==> src/rtl/rf_wb_scheduler_if.sv <==
// Writeback, issue, hazard-query and register-file write-port signals of rf_wb_scheduler.
// The master modport is the surrounding pipeline; the slave modport is the scheduler.
interface rf_wb_scheduler_if #(
  parameter int unsigned NUM_SRC = 3,
  parameter int unsigned XLEN    = 32
);
  logic [NUM_SRC-1:0]      src_valid;
  logic [5*NUM_SRC-1:0]    src_rd;
  logic [XLEN*NUM_SRC-1:0] src_data;
  logic [NUM_SRC-1:0]      src_ready;

  logic                    iss_valid;
  logic [4:0]              iss_rd;
  logic                    iss_ready;

  logic [4:0]              q_rs1;
  logic [4:0]              q_rs2;
  logic                    q_rs1_busy;
  logic                    q_rs2_busy;

  logic                    rf_we;
  logic [4:0]              rf_rd;
  logic [XLEN-1:0]         rf_wdata;
  logic                    err_unexp;

  modport master (
    output src_valid, src_rd, src_data, iss_valid, iss_rd, q_rs1, q_rs2,
    input  src_ready, iss_ready, q_rs1_busy, q_rs2_busy, rf_we, rf_rd, rf_wdata, err_unexp
  );

  modport slave (
    input  src_valid, src_rd, src_data, iss_valid, iss_rd, q_rs1, q_rs2,
    output src_ready, iss_ready, q_rs1_busy, q_rs2_busy, rf_we, rf_rd, rf_wdata, err_unexp
  );
endinterface

==> src/rtl/rf_wb_scheduler.sv <==
// Round-robin arbiter sharing the register-file write port among writeback sources,
// with a registered write stage and a per-register busy scoreboard for decode hazards.
module rf_wb_scheduler #(
  parameter int unsigned NUM_SRC = 3,
  parameter int unsigned XLEN    = 32
) (
  input logic                 clk,
  input logic                 reset,
  rf_wb_scheduler_if.slave    bus_io
);

  localparam int unsigned GntW = (NUM_SRC > 1) ? $clog2(NUM_SRC) : 1;
  localparam logic [GntW-1:0] LastInit = GntW'(NUM_SRC - 1);

  logic [31:0]      busy_q, busy_d;
  logic [GntW-1:0]  last_grant_q, last_grant_d;
  logic             rf_we_q, rf_we_d;
  logic [4:0]       rf_rd_q, rf_rd_d;
  logic [XLEN-1:0]  rf_wdata_q, rf_wdata_d;
  logic             err_q, err_d;

  logic [NUM_SRC-1:0] grant;
  logic [GntW-1:0]    grant_idx;
  logic               xfer;
  logic [4:0]         sel_rd;
  logic [XLEN-1:0]    sel_data;
  logic               iss_ready;
  int unsigned        cand;

  // Search starts one past the last winner so every source gets a turn.
  always_comb begin
    grant     = '0;
    grant_idx = last_grant_q;
    xfer      = 1'b0;
    cand      = 0;
    for (int unsigned k = 1; k <= NUM_SRC; k++) begin
      cand = (int'(last_grant_q) + k) % NUM_SRC;
      if (!xfer && bus_io.src_valid[cand]) begin
        xfer        = 1'b1;
        grant[cand] = 1'b1;
        grant_idx   = GntW'(cand);
      end
    end
  end

  always_comb begin
    sel_rd   = '0;
    sel_data = '0;
    for (int unsigned i = 0; i < NUM_SRC; i++) begin
      if (grant[i]) begin
        sel_rd   = sel_rd | bus_io.src_rd[5*i +: 5];
        sel_data = sel_data | bus_io.src_data[XLEN*i +: XLEN];
      end
    end
  end

  assign iss_ready = (bus_io.iss_rd == 5'd0) | ~busy_q[bus_io.iss_rd];

  // Clear is applied before set; the two can only target the same register if the
  // scoreboard was already inconsistent, since issue is blocked while busy.
  always_comb begin
    busy_d = busy_q;
    if (rf_we_q) begin
      busy_d[rf_rd_q] = 1'b0;
    end
    if (bus_io.iss_valid && iss_ready && (bus_io.iss_rd != 5'd0)) begin
      busy_d[bus_io.iss_rd] = 1'b1;
    end
    busy_d[0] = 1'b0;
  end

  always_comb begin
    last_grant_d = last_grant_q;
    rf_we_d      = 1'b0;
    rf_rd_d      = rf_rd_q;
    rf_wdata_d   = rf_wdata_q;
    err_d        = err_q;
    if (xfer) begin
      last_grant_d = grant_idx;
      rf_we_d      = (sel_rd != 5'd0);
      rf_rd_d      = sel_rd;
      rf_wdata_d   = sel_data;
      // A write still sitting in the output stage for the same rd is not unexpected.
      if ((sel_rd != 5'd0) && !busy_q[sel_rd] && !(rf_we_q && (rf_rd_q == sel_rd))) begin
        err_d = 1'b1;
      end
    end
  end

  always_ff @(posedge clk or posedge reset) begin
    if (reset) begin
      busy_q       <= '0;
      last_grant_q <= LastInit;
      rf_we_q      <= 1'b0;
      rf_rd_q      <= '0;
      rf_wdata_q   <= '0;
      err_q        <= 1'b0;
    end else begin
      busy_q       <= busy_d;
      last_grant_q <= last_grant_d;
      rf_we_q      <= rf_we_d;
      rf_rd_q      <= rf_rd_d;
      rf_wdata_q   <= rf_wdata_d;
      err_q        <= err_d;
    end
  end

  assign bus_io.src_ready  = grant;
  assign bus_io.iss_ready  = iss_ready;
  assign bus_io.q_rs1_busy = busy_q[bus_io.q_rs1];
  assign bus_io.q_rs2_busy = busy_q[bus_io.q_rs2];
  assign bus_io.rf_we      = rf_we_q;
  assign bus_io.rf_rd      = rf_rd_q;
  assign bus_io.rf_wdata   = rf_wdata_q;
  assign bus_io.err_unexp  = err_q;

endmodule

==> src/flat_wrapper.sv <==
// flat-port wrapper written by rule: the top's interface ports become plain ports
module rf_wb_scheduler_flat 
#(
  parameter int unsigned NUM_SRC = 3,
  parameter int unsigned XLEN    = 32
)
  (clk, reset, bus_io_src_valid, bus_io_src_rd, bus_io_src_data, bus_io_iss_valid, bus_io_iss_rd, bus_io_q_rs1, bus_io_q_rs2, bus_io_src_ready, bus_io_iss_ready, bus_io_q_rs1_busy, bus_io_q_rs2_busy, bus_io_rf_we, bus_io_rf_rd, bus_io_rf_wdata, bus_io_err_unexp);
  rf_wb_scheduler_if #(.NUM_SRC(NUM_SRC), .XLEN(XLEN)) bus_io_i ();
  input logic clk;
  input logic reset;
  input wire logic [$bits(bus_io_i.src_valid)-1:0] bus_io_src_valid;
  input wire logic [$bits(bus_io_i.src_rd)-1:0] bus_io_src_rd;
  input wire logic [$bits(bus_io_i.src_data)-1:0] bus_io_src_data;
  input wire logic [$bits(bus_io_i.iss_valid)-1:0] bus_io_iss_valid;
  input wire logic [$bits(bus_io_i.iss_rd)-1:0] bus_io_iss_rd;
  input wire logic [$bits(bus_io_i.q_rs1)-1:0] bus_io_q_rs1;
  input wire logic [$bits(bus_io_i.q_rs2)-1:0] bus_io_q_rs2;
  output wire logic [$bits(bus_io_i.src_ready)-1:0] bus_io_src_ready;
  output wire logic [$bits(bus_io_i.iss_ready)-1:0] bus_io_iss_ready;
  output wire logic [$bits(bus_io_i.q_rs1_busy)-1:0] bus_io_q_rs1_busy;
  output wire logic [$bits(bus_io_i.q_rs2_busy)-1:0] bus_io_q_rs2_busy;
  output wire logic [$bits(bus_io_i.rf_we)-1:0] bus_io_rf_we;
  output wire logic [$bits(bus_io_i.rf_rd)-1:0] bus_io_rf_rd;
  output wire logic [$bits(bus_io_i.rf_wdata)-1:0] bus_io_rf_wdata;
  output wire logic [$bits(bus_io_i.err_unexp)-1:0] bus_io_err_unexp;
  assign bus_io_i.src_valid = bus_io_src_valid;
  assign bus_io_i.src_rd = bus_io_src_rd;
  assign bus_io_i.src_data = bus_io_src_data;
  assign bus_io_i.iss_valid = bus_io_iss_valid;
  assign bus_io_i.iss_rd = bus_io_iss_rd;
  assign bus_io_i.q_rs1 = bus_io_q_rs1;
  assign bus_io_i.q_rs2 = bus_io_q_rs2;
  assign bus_io_src_ready = bus_io_i.src_ready;
  assign bus_io_iss_ready = bus_io_i.iss_ready;
  assign bus_io_q_rs1_busy = bus_io_i.q_rs1_busy;
  assign bus_io_q_rs2_busy = bus_io_i.q_rs2_busy;
  assign bus_io_rf_we = bus_io_i.rf_we;
  assign bus_io_rf_rd = bus_io_i.rf_rd;
  assign bus_io_rf_wdata = bus_io_i.rf_wdata;
  assign bus_io_err_unexp = bus_io_i.err_unexp;
  rf_wb_scheduler #(.NUM_SRC(NUM_SRC), .XLEN(XLEN)) u_core (.clk(clk), .reset(reset), .bus_io(bus_io_i));
endmodule
==> config.mk <==
export PLATFORM = sky130hd
export DESIGN_NAME = rf_wb_scheduler_flat
export DESIGN_NICKNAME = d
export VERILOG_FILES = /design/src/rtl/rf_wb_scheduler_if.sv /design/src/rtl/rf_wb_scheduler.sv /design/src/flat_wrapper.sv
export SDC_FILE = /design/constraint.sdc
export NUM_CORES = 1
export LEC_CHECK = 0
export ABC_AREA = 1
export CAP_MARGIN = 20
export CORE_MARGIN = 5
export CORE_UTILIZATION = 30
export DETAILED_ROUTE_END_ITERATION = 7
export DONT_BUFFER_PORTS = 1
export PLACE_DENSITY = 0.46
export SYNTH_ARGS = -nofsm -noshare
export SYNTH_HDL_FRONTEND = slang
export SYNTH_SLANG_ARGS = --single-unit
==> constraint.sdc <==
create_clock -name clk -period 2.77 [get_ports clk]
set_input_delay 0.4155 -clock clk [delete_from_list [all_inputs] [get_ports clk]]
set_output_delay 0.4155 -clock clk [all_outputs]
set_load 0.03 [all_outputs]
Yosys cells after proc, flatten, opt, wreduce, memory -nomap -nowiden

Cells that the tools add are included.

Bits in registers: 72
Memories kept: 0
Output and inout bits: 45
Bits of input ports: 132
Memory bits (read-only): 0
Bits in latches: 0
Word-level logic and storage cells: 101
Memory bits (writable): 0

Add/sub/neg operators: 3
Reduce and logical (&&, ||, !) cells: 22
Shift-type cells: 0
Div/mod/pow operators: 3
Eq/ne operators: 1
Muxes and demuxes: 42
Multiply operators: 0
Bitwise gates (word level): 11
$lt $le $gt $ge: 13

Operator list:

| operator                | count |
|---|---|
| $mux W32                | 5 |
| $ge A32 B1 Y1 const B   | 3 |
| $lt A32 B3 Y1 const B   | 3 |
| $mod A32 B2 Y32 const B | 3 |
| $or A32 B32 Y32         | 3 |
| $and A32 B32 Y32        | 1 |
| $not A32 Y32            | 1 |
| $lt A5 B6 Y1 const B    | 5 |
| $bmux W1 S5             | 4 |
| $mux W1                 | 16 |
| $mux W5                 | 3 |
| $logic_and A1 B1 Y1     | 12 |
| $demux W1 S5            | 2 |
| $ge A5 B1 Y1 const B    | 2 |
| $or A5 B5 Y5            | 2 |
| $reduce_bool A5 Y1      | 2 |
| $mux W3                 | 3 |
| $add A2 B2 Y3 const B   | 2 |
| $bmux W1 S2             | 3 |
| $demux W1 S2            | 3 |
| $mux W2                 | 3 |
| $or A3 B3 Y3            | 2 |
| $eq A5 B5 Y1            | 1 |
| $logic_not A5 Y1        | 1 |
| 6 further kinds         | 10 |

Logic depth before layout (Yosys ltp)

Gate-level depths: netlist of run 1.

Depth in word-level cells: 22
Depth in mapped cells: 24

Worst setup path before layout of run 1

No wires, ideal clock.

Path kind: register to register
Start: reg u_core.last_grant_q[1]
End: reg u_core.err_q, in the netlist u_core.bus_io.err_unexp
Stages on the path, launching flop included: 24
Slack: 319 ps
Setup time: 117 ps
Period minus slack after synthesis: 2451 ps
Arrival: 2333 ps
Path through: dfstp_2 > ha_1 > inv_2 > nand2_1 > nand2_2 > nand2_4 > nand2_2 > nand2_1 > nand2_1 > nand2_2 > buf_4 > nand2_2 > nand3_4 > inv_2 > buf_6 > nand3_2 > nand2_1 > nand2_1 > nand2_1 > inv_1 > nand2_1 > nand2_1 > nand3_1 > nand2_1

Longest elaborated chain between the ends: 22
Elaborated cells between the ends (all ways): 54

Ends and longest elaborated chain:

| item                                                                 | RTL line                                     | text |
|---|---|---|
| from (decl)                                                          | rf_wb_scheduler.sv:16                        | `logic [GntW-1:0] last_grant_q, last_grant_d;` |
| from (signal assigned)                                               | rf_wb_scheduler.sv:93                        | `last_grant_q <= LastInit;` |
| from (signal assigned)                                               | rf_wb_scheduler.sv:100                       | `last_grant_q <= last_grant_d;` |
| $add A2 B1 Y3                                                        | rf_wb_scheduler.sv:37                        | `cand = (int'(last_grant_q) + k) % NUM_SRC;` |
| $mod A32 B2 Y32                                                      | rf_wb_scheduler.sv:37                        |  |
| $ge A32 B1 Y1 (implied by the code) (tied with other cells)          | rf_wb_scheduler.sv:40                        | `grant[cand] = 1'b1;` |
| $logic_and A1 B1 Y1 (implied by the code) or $mux W1 (tied branches) | rf_wb_scheduler.sv:40, rf_wb_scheduler.sv:38 |  |
| $mux W1, on equally long branches                                    | rf_wb_scheduler.sv:40, rf_wb_scheduler.sv:38 |  |
| $demux W1 S2 or $logic_not A1 Y1 (tied branches)                     | --                                           |  |
| $mux W3 or $logic_and A1 B1 Y1 (tied branches)                       | rf_wb_scheduler.sv:38                        | `if (!xfer && bus_io.src_valid[cand]) begin` |
| $or A3 B3 Y3 (no line) or $mux W1 (tied branches)                    | --                                           |  |
| (+5 left out)                                                        | --                                           |  |
| $mux W5                                                              | rf_wb_scheduler.sv:50                        | `if (grant[i]) begin` |
| $or A5 B5 Y5                                                         | rf_wb_scheduler.sv:51                        | `sel_rd = sel_rd \| bus_io.src_rd[5*i +: 5];` |
| $mux W5                                                              | rf_wb_scheduler.sv:50                        |  |
| $bmux W1 S5                                                          | rf_wb_scheduler.sv:84                        | `if ((sel_rd != 5'd0) && !busy_q[sel_rd] && !(rf_we_q && (rf_rd_q == sel_rd))) begin` |
| $mux W1 (implied by the code)                                        | rf_wb_scheduler.sv:84                        |  |
| $logic_not A1 Y1                                                     | rf_wb_scheduler.sv:84                        |  |
| $logic_and A1 B1 Y1 (2 in a row)                                     | rf_wb_scheduler.sv:84                        |  |
| $reduce_and A2 Y1 (no line) *                                        | --                                           |  |
| to (signal assigned)                                                 | rf_wb_scheduler.sv:104                       | `err_q <= err_d;` |
| to (decl)                                                            | rf_wb_scheduler.sv:20                        | `logic err_q, err_d;` |

Mark *: on every way between the ends. The rest lies on a longest branch, timed or not. The select of a mux whose other input is x is not followed.
A chain may end at the register's enable or synchronous reset.

Final worst setup path of run 1

Start: reg u_core.last_grant_q[1]
End: out bus_io_src_ready[0]

Longest elaborated chain between the ends: 11
Elaborated cells between the ends (all ways): 38

Ends and longest elaborated chain:

| item                                                                 | RTL line                                     | text |
|---|---|---|
| $add A2 B1 Y3                                                        | rf_wb_scheduler.sv:37                        |  |
| $mod A32 B2 Y32                                                      | rf_wb_scheduler.sv:37                        |  |
| $ge A32 B1 Y1 (implied by the code) (tied with other cells)          | rf_wb_scheduler.sv:40                        |  |
| $logic_and A1 B1 Y1 (implied by the code) or $mux W1 (tied branches) | rf_wb_scheduler.sv:40, rf_wb_scheduler.sv:38 |  |
| $mux W1, on equally long branches                                    | rf_wb_scheduler.sv:40, rf_wb_scheduler.sv:38 |  |
| $demux W1 S2 or $logic_not A1 Y1 (tied branches)                     | --                                           |  |
| $mux W3 or $logic_and A1 B1 Y1 (tied branches)                       | rf_wb_scheduler.sv:38                        |  |
| $or A3 B3 Y3 (no line) or $mux W1 (tied branches)                    | --                                           |  |
| $mux W3 or $logic_not A1 Y1 (tied branches)                          | rf_wb_scheduler.sv:38                        |  |
| $or A3 B3 Y3 (no line) or $logic_and A1 B1 Y1 (tied branches)        | --                                           |  |
| $mux W3 *                                                            | rf_wb_scheduler.sv:38                        |  |
| to (decl)                                                            | flat_wrapper.sv:18                           | `output wire logic [$bits(bus_io_i.src_ready)-1:0] bus_io_src_ready;` |

Marked as above.

==> results of run 1 <==
-- logic make-up (layout without fill, tap and decap cells) --
family | after synthesis | count (layout)
fa+ha+maj | 4 | 4
simple gates | 345 | 345
buf+inv | 104 | 119
compound gates | 195 | 195
flops | 72 | 72
-- worst paths after layout --
path                            depth (start not counted)  slack [ns]                                    end
worst max-delay path                                    9        0.13                    bus_io_src_ready[0]
worst min-delay path                                    1       0.008  u_core.bus_io.rf_wdata[5]$_DFFE_PP0P_
worst max register to register                         19        0.19    u_core.bus_io.err_unexp$_DFFE_PP0P_
worst min register to register                          2        0.51            u_core.busy_q[27]$_DFF_PP0_
max in group asynchronous                               2        2.06     u_core.last_grant_q[1]$_DFFE_PP1P_
min in group clk                                        2        0.20  u_core.bus_io.rf_wdata[2]$_DFFE_PP0P_
-- cells in the mapped netlist, drive strengths merged --
| cell type | number |
|---|---|
| nand2 | 211 |
| o21ai | 104 |
| inv | 77 |
| dfrtp | 71 |
| nand3 | 68 |
| a21oi | 52 |
| nand4 | 31 |
| nor2 | 27 |
| clkbuf | 17 |
| a31oi | 15 |
| o22ai | 11 |
| nor3 | 8 |
| buf | 6 |
| clkinv | 4 |
| ha | 4 |
| o221ai | 3 |
| a221oi | 2 |
| a22oi | 2 |
| o211ai | 2 |
| a211oi | 1 |
| a221o | 1 |
| a22o | 1 |
| a32oi | 1 |
| dfstp | 1 |
-- sequential cells by signal, indices dropped and copies added, names as in the netlist --
| signal | flops |
|---|---|
| u_core.bus_io.err_unexp | 1 |
| u_core.bus_io.rf_we | 1 |
| u_core.bus_io.rf_rd | 5 |
| u_core.bus_io.rf_wdata | 32 |
| u_core.last_grant_q | 2 |
| u_core.busy_q | 31 |
-- stage by stage --
stage | area (sq um) | total power [uW] | util | TNS [ns] | setup WS (ns)
after floorplan | 4880 | 6610 | - | 0 | 0.319
after global placement | 5200 | 8130 | 0.326 | 0 | 0.0295
after detailed placement | 5200 | 8150 | 0.326 | 0 | 0.0284
after CTS | 5520 | 9410 | 0.346 | 0 | 0.00792
after global routing | 5600 | 10500 | 0.351 | -0.0185 | -0.0185
final | 5600 | 9670 | 0.351 | 0 | 0.135
-- where the power goes --
part           internal [uW]  total [uW]  switching, uW  leakage (uW)
Sequential              1620        2740           1120      0.000859
Clock                    785        1220            435      0.000148
Combinational           1930        5710           3780       0.00148
Total                   4340        9670           5330       0.00249
-- cells in the final DEF, fill, tap and decap left out, types with 8 or more instances in the layout --
cell type    n
nor2_1      24
inv_1       71
buf_4       16
a31oi_1     15
clkbuf_16    9
nand3_1     62
o22ai_1     11
o21ai_0    102
a21oi_1     52
nand2_2      9
nand2_1    198
nor3_1       8
nand4_1     31
dfrtp_1     71
-- per-layer routing --
layer	GRT usage	share of wire
met1	0.247	0.43
met2	0.315	0.47
met3	0.0376	0.077
met4	0.0637	0.019
met5	0	0
-- worst reg2reg max path, stage by stage, from the launching register on --
cell	delay [ns]
dfstp_2	0.54
ha_2	0.32
inv_4	0.09
nand2_1	0.06
nand2_2	0.08
nand2_4	0.09
nand2_2	0.10
nand2_1	0.06
nand2_2	0.09
nand2_4	0.10
nand2_1	0.09
nand3_2	0.17
inv_2	0.16
o21ai_1	0.07
a21oi_1	0.14
nand3_1	0.09
nand2_1	0.06
inv_1	0.04
nand3_1	0.07
nand2_1	0.05
-- layout make-up --
| cell class | count | area [sq um] |
|---|---|---|
| Clock buffer | 10 | 229 |
| Clock inverter | 6 | 85.1 |
| Fill cell | 1731 | 10300 |
| Inverter | 81 | 314 |
| Multi-Input combinational cell | 544 | 2680 |
| Sequential cell | 72 | 1800 |
| Tap cell | 216 | 270 |
| Timing Repair Buffer | 22 | 221 |
-- repair_timing --
| action | in CTS | in global routing |
|---|---|---|
| gates resized for setup | 2 | 14 |
| endpoints found under the setup margin | 1 | 8 |
| buffers inserted | 0 | 3 |
| pin swaps | 0 | 1 |
==> reports/qor.csv, run 1 <==
stage;metric;value;unit
yosys;synth-xor-area-share;0;
yosys;syn_nets;856;
worst_setup_path;crit_buf_inv;2;
status;outcome;complete, no violations;
global_route;grt.total_usage;0.190;
final_layout;drive_gt1_frac;0.0912;
global_route;antenna_found_initial;0;
yosys;synth-simple-area-share;0.318;
sta;post-route-min-period;2.64;ns
clock_network;clk_pin_slew;0.06;ns
detailed_routing;drc;0;
place;buffer_ports.inserted;0;
detailed_routing;wl;18000;microns
sta;fmax;379;MHz
yosys;yosys_register_bits;72;
global_route;grt_max_degree;50;
detailed_routing;drt_iter0_markers;348;
clock_network;root_buffer;clkbuf_16;
floorplan;die_area;18900;sq um
yosys;syn-cell-area;4880;sq um
global_route;grt_pass1_wl;27800;microns
worst_setup_path;path_class;flip-flop to output port;
global_route;grt_overflow;0;
power_and_ir_drop;vdd_drop_max;0.000956;V
yosys;synth_top_area_frac;0.364;
worst_setup_path;crit_family;simple AND/OR/NAND/NOR gates;
final_layout;fin_cells;951;
clock_network;cts.sinks;72;
place;dp.cells;932;
sta;period_share;0.951;
yosys;synth_cell_types;32;
clock_network;cts_buffer_depth;2;
power_and_ir_drop;p_per_area;1730;nW/um^2
sta;worst_pin_slew;0.696;ns
worst_setup_path;cp_cell_sequence;ha_2 > nand2_1 > nand3_2 > nand2_4 > nand3_1 > nand2_1 > inv_1 > nand2_2 > buf_6;
floorplan;chipHeight;137;microns
hold_path;min_path_type;input pin to asynchronous set/reset pin;
final_layout;diodes;0;
detailed_routing;ant_nets;0;
place;gp_congestion;0.934;
sta;finalSetupViolCount;0;
place;place_hpwl;14200;microns
yosys;synth_area_per_cell;6.77;sq um
yosys;synth_compound_area_frac;0.216;
yosys;synth.mux.area_fraction;0;
detailed_routing;first_pass_iters;5;
worst_setup_path;cp_max_fo;33;
floorplan;design.core.area;15900;sq um
worst_setup_path;critPathSlowestCell;dfstp_2;
clock_network;cts_hold_buf;0;
sta;hold-worst-slack;0.00835;ns
global_route;grt_pass1_vias;4978;
sta;rsz0062_at_grt;true;
final_layout;syn2layout_area_growth;14.9;%
floorplan;start_util;0.306;
sta;slew_viol_final;0;
yosys;synth_top_area_cell;dfrtp_1;
yosys;synthTopCellsByArea;dfrtp_1 (36%), nand2_1 (15%), o21ai_0 (10%), nand3_1 (6.5%), inv_1 (5.6%);
job;drv_cap;0;
worst_setup_path;r2r-start;u_core.last_grant_q[1]$_DFFE_PP1P_;
clock_network;cts_tree;yes;
detailed_routing;vias;5197;
floorplan;num_rows;46;
yosys;synth_top_family_by_area;simple AND/OR/NAND/NOR gates;
worst_setup_path;critPathMaxStageDelay;0.54;ns
worst_setup_path;required;2.35;ns
sta;slew_headroom;0.533;
sta;fin_skew;0.00524;ns
clock_network;cts_made_buffers;9;
clock_network;htree_levels;3;
worst_setup_path;cp-start-kind;flip-flop;
clock_network;clock_latency;0.33;ns
yosys;netlist_instances;720;
worst_setup_path;cp_data_arrival_time;2.22;ns
sta;hold_viol_final;0;
floorplan;num_io_pins;177;
yosys;yosysWarnings;0;
worst_setup_path;path_common_cell;nand2_1;
yosys;synthAdderAreaFrac;0.0103;
final_layout;nNetsFinal;866;
detailed_routing;wl_per_cell;18.9;microns
floorplan;die_w;137;microns
worst_setup_path;worstSetupStartpoint;u_core.last_grant_q[1]$_DFFE_PP1P_;
worst_setup_path;critPathCaptureType;output port;
yosys;ys_seq_area_frac;0.370;
power_and_ir_drop;p_leak;0.00249;uW
detailed_routing;via_per_inst;5.46;
Note: power is estimated with default switching activity, not from simulation.
==> run 2: changes to the inputs <==
--- a/config.mk
+++ b/config.mk
@@ -11,6 +11,7 @@
 export CORE_UTILIZATION = 30
 export DETAILED_ROUTE_END_ITERATION = 7
 export DONT_BUFFER_PORTS = 1
+export MAX_ROUTING_LAYER = met4
 export PLACE_DENSITY = 0.46
 export SYNTH_ARGS = -nofsm -noshare
 export SYNTH_HDL_FRONTEND = slang
==> reports/qor.csv, run 2 (synthesis results as in run 1) <==
stage;metric;value;unit;change
sta;worst_pin_slew;0.686;ns;was 0.696 ns
power_and_ir_drop;clockPowerShare;0.128;;was 0.126
global_route;grt_overflow;0;;unchanged
detailed_routing;via_per_inst;5.46;;about the same
detailed_routing;vias;5220;;was 5197
power_and_ir_drop;seqPwrFrac;0.280;;was 0.284
sta;fin_skew;0.00957;ns;was 0.00524 ns
detailed_routing;wl_per_cell;19.0;microns;was 18.9 microns
power_and_ir_drop;internal_power;4330;uW;was 4340 uW
clock_network;root_buffer;clkbuf_16;;unchanged
floorplan;design.core.area;15900;sq um;unchanged
detailed_routing;first_pass_iters;5;;unchanged
detailed_routing;ant_nets;0;;unchanged
final_layout;diodes;0;;unchanged
clock_network;cts_buffer_depth;2;;unchanged
final_layout;nNetsFinal;871;;was 866
sta;slew_viol_final;0;;unchanged
detailed_routing;drc;0;;unchanged
global_route;antenna_found_initial;0;;unchanged
sta;period_share;0.940;;was 0.951
worst_setup_path;required;3.02;ns;was 2.35 ns
power_and_ir_drop;p_sw;5360;uW;was 5330 uW
power_and_ir_drop;vdd_drop_max;0.000834;V;was 0.000956 V
job;drv_cap;0;;unchanged
global_route;grt_pass1_wl;27800;microns;about the same
worst_setup_path;cp_data_arrival_time;2.85;ns;was 2.22 ns
clock_network;cts.sinks;72;;unchanged
global_route;grt_max_degree;73;;was 50
final_layout;final_common_cell;nand2_1;;unchanged
power_and_ir_drop;p_per_area;1720;nW/um^2;was 1730 nW/um^2
sta;slew_headroom;0.539;;was 0.533
worst_setup_path;path_class;flip-flop to flip-flop;;was flip-flop to output port
clock_network;cts_made_buffers;9;;unchanged
clock_network;clk_pin_slew;0.06;ns;about the same
worst_setup_path;cp_max_fo;9;;was 33
floorplan;chipHeight;137;microns;unchanged
power_and_ir_drop;sw_frac_of_total;0.553;;was 0.552
floorplan;num_io_pins;177;;unchanged
detailed_routing;wl;18200;microns;was 18000 microns
final_layout;final_util;0.354;;was 0.351
final_layout;drive_gt1_frac;0.101;;was 0.0912
floorplan;start_util;0.306;;unchanged
final_layout;final_cell_mix;nand2_1 (198), o21ai_0 (102), dfrtp_1 (71);;was nand2_1 (198), o21ai_0 (102), inv_1 (71), dfrtp_1 (71), nand3_1 (62)
clock_network;htree_levels;3;;unchanged
sta;post-route-min-period;2.60;ns;was 2.64 ns
clock_network;clock_latency;0.34;ns;was 0.33 ns
place;place_hpwl;14400;microns;was 14200 microns
place;gp_congestion;0.911;;was 0.934
final_layout;largest_reg_flops;32;;unchanged
worst_setup_path;cp-start-kind;flip-flop;;unchanged
detailed_routing;drt_iter0_markers;367;;was 348
floorplan;die_w;137;microns;unchanged
sta;fmax;384;MHz;was 379 MHz
clock_network;cts_tree;yes;;unchanged
global_route;grt.total_usage;0.197;;was 0.190
worst_setup_path;critPathCaptureType;flip-flop;;was output port
sta;hold_viol_final;0;;unchanged
place;buffer_ports.inserted;0;;unchanged
floorplan;num_rows;46;;unchanged
floorplan;die_area;18900;sq um;unchanged
status;outcome;complete, no violations;;unchanged
power_and_ir_drop;pwr-share-comb;0.592;;was 0.590
hold_path;min_path_type;input pin to asynchronous set/reset pin;;unchanged
power_and_ir_drop;p_leak;0.00250;uW;was 0.00249 uW
global_route;grt_pass1_vias;4962;;was 4978
sta;hold-worst-slack;0.0190;ns;was 0.00835 ns
sta;finalSetupViolCount;0;;unchanged
final_layout;syn2layout_area_growth;15.7;%;was 14.9%
-- run 2: per-stage QoR --
stage,std cells,worst slack (ns),setup TNS (ns),area (sq um),total power [uW]
6_report,956,0.166,0,5640,9690
3_5_place_dp,936,0.0108,0,5230,8230
2_1_floorplan,720,0.319,0,4880,6610
4_1_cts,952,0.0108,0,5560,9520
5_1_grt,956,-0.0160,-0.0160,5640,10600
3_3_place_gp,936,0.00572,0,5230,8200
-- run 2: path summary, 6_finish.rpt --
path                       cells past startpoint                                      to  slack [ns]                        start
max in group asynchronous                      2      u_core.last_grant_q[1]$_DFFE_PP1P_        2.39                        reset
min in group clk                               2   u_core.bus_io.rf_wdata[6]$_DFFE_PP0P_        0.20           bus_io_src_data[6]
max                                            9              u_core.busy_q[2]$_DFF_PP0_        0.17   u_core.busy_q[9]$_DFF_PP0_
min                                            2  u_core.bus_io.rf_wdata[28]$_DFFE_PP0P_        0.02                        reset
min reg2reg                                    2             u_core.busy_q[21]$_DFF_PP0_        0.52  u_core.busy_q[21]$_DFF_PP0_
max reg2reg                                    9              u_core.busy_q[2]$_DFF_PP0_        0.17   u_core.busy_q[9]$_DFF_PP0_
-- run 2: critical path: stages, from the launching register on --
cell	delay [ns]
dfrtp_1	0.42
inv_1	0.14
o22ai_1	0.11
o21ai_0	0.27
nand2_1	0.10
a221oi_1	0.21
nand2_1	0.11
nor2_1	0.52
nand2_1	0.38
o21ai_0	0.26
-- run 2: layout make-up --
class	count	area (sq um)
flip-flops and latches	72	1800
fillers	1735	10300
repair buffers	27	243
multi-input cells	544	2690
clock inverters	7	96.3
well taps	216	270
inverters	81	314
clock buffers	9	225
-- run 2: per-layer routing --
layer | global-route usage | routed length [microns] | up-vias
met4 | 0.0482 | 240 | 0
met1 | 0.260 | 7770 | 2475
li1 | - | - | 2488
met2 | 0.317 | 8680 | 238
met5 | - | 0 | -
met3 | 0.0340 | 1490 | 19
-- run 2: power groups by stage --
| stage | logic (uW) | registers, uW | clock network, uW |
|---|---|---|---|
| global placement | 5480 | 2720 | 0 |
| detailed placement | 5520 | 2710 | 0 |
| CTS | 5550 | 2700 | 1270 |
| finish | 5740 | 2710 | 1240 |
| global route | 6480 | 2770 | 1310 |
| floorplan | 4120 | 2490 | 0 |
-- run 2: repair_timing --
item / 4_1_cts / 5_1_grt
setup endpoints to repair: 3 / 4
resized for setup: 3 / 15
hold buffers: 0 / 0
gates cloned: 0 / 0
pin swaps: 0 / 3
setup buffers: 0 / 4
==> run 3: changes to the inputs <==
--- a/config.mk
+++ b/config.mk
@@ -10,9 +10,8 @@
 export CORE_MARGIN = 5
 export CORE_UTILIZATION = 30
 export DETAILED_ROUTE_END_ITERATION = 7
-export DONT_BUFFER_PORTS = 1
 export MAX_ROUTING_LAYER = met4
-export PLACE_DENSITY = 0.46
+export PLACE_DENSITY = 0.55
 export SYNTH_ARGS = -nofsm -noshare
 export SYNTH_HDL_FRONTEND = slang
 export SYNTH_SLANG_ARGS = --single-unit
==> reports/qor.csv, run 3 (synthesis results as in run 1) <==
stage;metric;value;unit;change
sta;slew_headroom;0.658;;was 0.539
place;place_hpwl;15900;microns;was 14400 microns
final_layout;syn2layout_area_growth;55.4;%;was 15.7%
worst_setup_path;critPathCaptureType;output port;;was flip-flop
clock_network;root_buffer;clkbuf_16;;unchanged
global_route;grt.total_usage;0.225;;was 0.197
power_and_ir_drop;p_per_area;1460;nW/um^2;was 1720 nW/um^2
sta;rsz0062_at_grt;true;;
sta;fin_skew;0.00773;ns;was 0.00957 ns
detailed_routing;wl;20600;microns;was 18200 microns
power_and_ir_drop;sw_frac_of_total;0.511;;was 0.553
final_layout;design_area;7580;sq um;was 5640 sq um
power_and_ir_drop;clockPowerShare;0.106;;was 0.128
power_and_ir_drop;p_sw;5670;uW;was 5360 uW
floorplan;num_rows;46;;unchanged
floorplan;chipHeight;137;microns;unchanged
detailed_routing;via_per_inst;5.13;;was 5.46
worst_setup_path;critPathMaxStageDelay;0.56;ns;was 0.52 ns
final_layout;nNetsFinal;1068;;was 871
clock_network;clk_pin_slew;0.06;ns;about the same
worst_setup_path;critPathSlowestCell;dfstp_2;;was nor2_1
final_layout;drive_gt1_frac;0.111;;was 0.101
global_route;grt_overflow;0;;unchanged
worst_setup_path;cp_max_fo;13;;was 9
detailed_routing;wl_per_cell;17.8;microns;was 19.0 microns
floorplan;design.core.area;15900;sq um;unchanged
final_layout;largest_reg_flops;32;;unchanged
clock_network;cts_buffer_depth;2;;unchanged
floorplan;start_util;0.306;;unchanged
power_and_ir_drop;pwr-share-comb;0.700;;was 0.592
worst_setup_path;cp_data_arrival_time;2.22;ns;was 2.85 ns
place;gp_congestion;0.953;;was 0.911
final_layout;diodes;0;;unchanged
clock_network;cts_tree;yes;;unchanged
clock_network;htree_levels;3;;unchanged
sta;hold_viol_final;0;;unchanged
worst_setup_path;cp-start-kind;flip-flop;;unchanged
sta;finalSetupViolCount;0;;unchanged
sta;fmax;380;MHz;was 384 MHz
power_and_ir_drop;p_leak;0.00333;uW;was 0.00250 uW
global_route;antenna_found_initial;0;;unchanged
floorplan;die_area;18900;sq um;unchanged
job;drv_cap;0;;unchanged
worst_setup_path;crit_family;flip-flops;;was simple AND/OR/NAND/NOR gates
global_route;grt_pass1_wl;31500;microns;was 27800 microns
sta;worst_pin_slew;0.510;ns;was 0.686 ns
power_and_ir_drop;seqPwrFrac;0.195;;was 0.280
sta;slew_viol_final;0;;unchanged
detailed_routing;drt_iter0_markers;382;;was 367
sta;period_share;0.951;;was 0.940
place;dp.cells;1132;;was 936
global_route;grt_pass1_vias;5687;;was 4962
final_layout;fin_cells;1153;;was 956
sta;post-route-min-period;2.63;ns;was 2.60 ns
floorplan;num_io_pins;177;;unchanged
final_layout;final_common_cell;nand2_1;;unchanged
floorplan;die_w;137;microns;unchanged
worst_setup_path;rr_endpoint;u_core.bus_io.err_unexp$_DFFE_PP0P_;;was u_core.busy_q[2]$_DFF_PP0_
power_and_ir_drop;vdd_drop_max;0.000615;V;was 0.000834 V
worst_setup_path;crit_buf_inv;4;;was 1
final_layout;final_cell_mix;nand2_1 (196), clkdlybuf4s50_1 (170), o21ai_0 (101);;was nand2_1 (198), o21ai_0 (102), dfrtp_1 (71)
worst_setup_path;rrSetupSlack;0.14;ns;was 0.17 ns
detailed_routing;drc;0;;unchanged
clock_network;clock_latency;0.34;ns;about the same
worst_setup_path;path_class;flip-flop to output port;;was flip-flop to flip-flop
detailed_routing;first_pass_iters;5;;unchanged
worst_setup_path;path_common_cell;inv_1;;was nand2_1
detailed_routing;vias;5916;;was 5220
power_and_ir_drop;total_power;11100;uW;was 9690 uW
worst_setup_path;r2r-start;u_core.last_grant_q[1]$_DFFE_PP1P_;;was u_core.busy_q[9]$_DFF_PP0_
power_and_ir_drop;internal_power;5430;uW;was 4330 uW
place;placed_area;7150;sq um;was 5230 sq um
clock_network;cts_hold_buf;0;;unchanged
worst_setup_path;required;2.35;ns;was 3.02 ns
worst_setup_path;cp_cell_sequence;inv_1 > ha_1 > inv_1 > nand3_1 > nand2_1 > nand4_1 > nand2_2 > buf_12 > buf_4;;was inv_1 > o22ai_1 > o21ai_0 > nand2_1 > a221oi_1 > nand2_1 > nor2_1 > nand2_1 > o21ai_0
clock_network;cts.sinks;72;;unchanged
detailed_routing;ant_nets;0;;unchanged
clock_network;cts_made_buffers;9;;unchanged
worst_setup_path;ff2ff_path_depth;21;;was 9
place;buffer_ports.inserted;176;;was 0
status;outcome;complete, no violations;;unchanged
global_route;grt_max_degree;54;;was 73
hold_path;min_path_type;input pin to asynchronous set/reset pin;;unchanged
==> run 3: worst max-delay path by stage <==
stage	from	endpoint	slack, ns	depth (start not counted)
global placement	u_core.last_grant_q[1]$_DFFE_PP1P_	u_core.bus_io.err_unexp$_DFFE_PP0P_	0.01	22
global route	u_core.last_grant_q[1]$_DFFE_PP1P_	u_core.bus_io.err_unexp$_DFFE_PP0P_	-0.07	19
finish	u_core.last_grant_q[1]$_DFFE_PP1P_	bus_io_src_ready[0]	0.14	9
floorplan	u_core.last_grant_q[1]$_DFFE_PP1P_	u_core.bus_io.err_unexp$_DFFE_PP0P_	0.32	23
detailed placement	u_core.last_grant_q[1]$_DFFE_PP1P_	u_core.bus_io.err_unexp$_DFFE_PP0P_	0.02	22
CTS	u_core.last_grant_q[1]$_DFFE_PP1P_	u_core.bus_io.err_unexp$_DFFE_PP0P_	0.03	18
==> run 3: power groups by stage <==
stage	logic, uW	clock network [uW]	registers [uW]
detailed placement	7330	0	2140
CTS	7520	1200	2130
finish	7770	1170	2160
global placement	7380	0	2130
floorplan	4120	0	2490
global route	8520	1250	2210
==> run 3: routing by layer <==
metal | vias to the layer above | part of all wire | track usage
met4 | 0 | 0.033 | 0.0909
met3 | 41 | 0.079 | 0.0482
met5 | - | 0 | -
met1 | 2756 | 0.42 | 0.292
li1 | 2883 | - | -
met2 | 236 | 0.47 | 0.341
==> run 3: cell type report <==
| class | count | area, sq um |
|---|---|---|
| fill | 1613 | 8360 |
| multi-input combinational | 544 | 2700 |
| timing repair buffer | 224 | 2190 |
| sequential | 72 | 1800 |
| inverter | 81 | 307 |
| clock buffer | 14 | 294 |
| tap | 216 | 270 |
| clock inverter | 2 | 10.0 |
==> run 3: stage by stage <==
step | hold WS, ns | util | TNS [ns] | worst slack, ns
after floorplan | 0.471 | - | 0 | 0.319
after global placement | 0.452 | 0.449 | 0 | 0.0126
after detailed placement | 0.455 | 0.449 | 0 | 0.0174
after CTS | 0.426 | 0.470 | 0 | 0.0319
after global routing | 0.457 | 0.475 | -0.0711 | -0.0692
final | 0.410 | 0.475 | 0 | 0.137
==> run 3: timing repair <==
action | CTS | global route
buffers inserted | 1 | 3
setup endpoints to repair | 2 | 5
gates resized for setup | 9 | 11
gates cloned | 0 | 1
pin swaps | 1 | 2
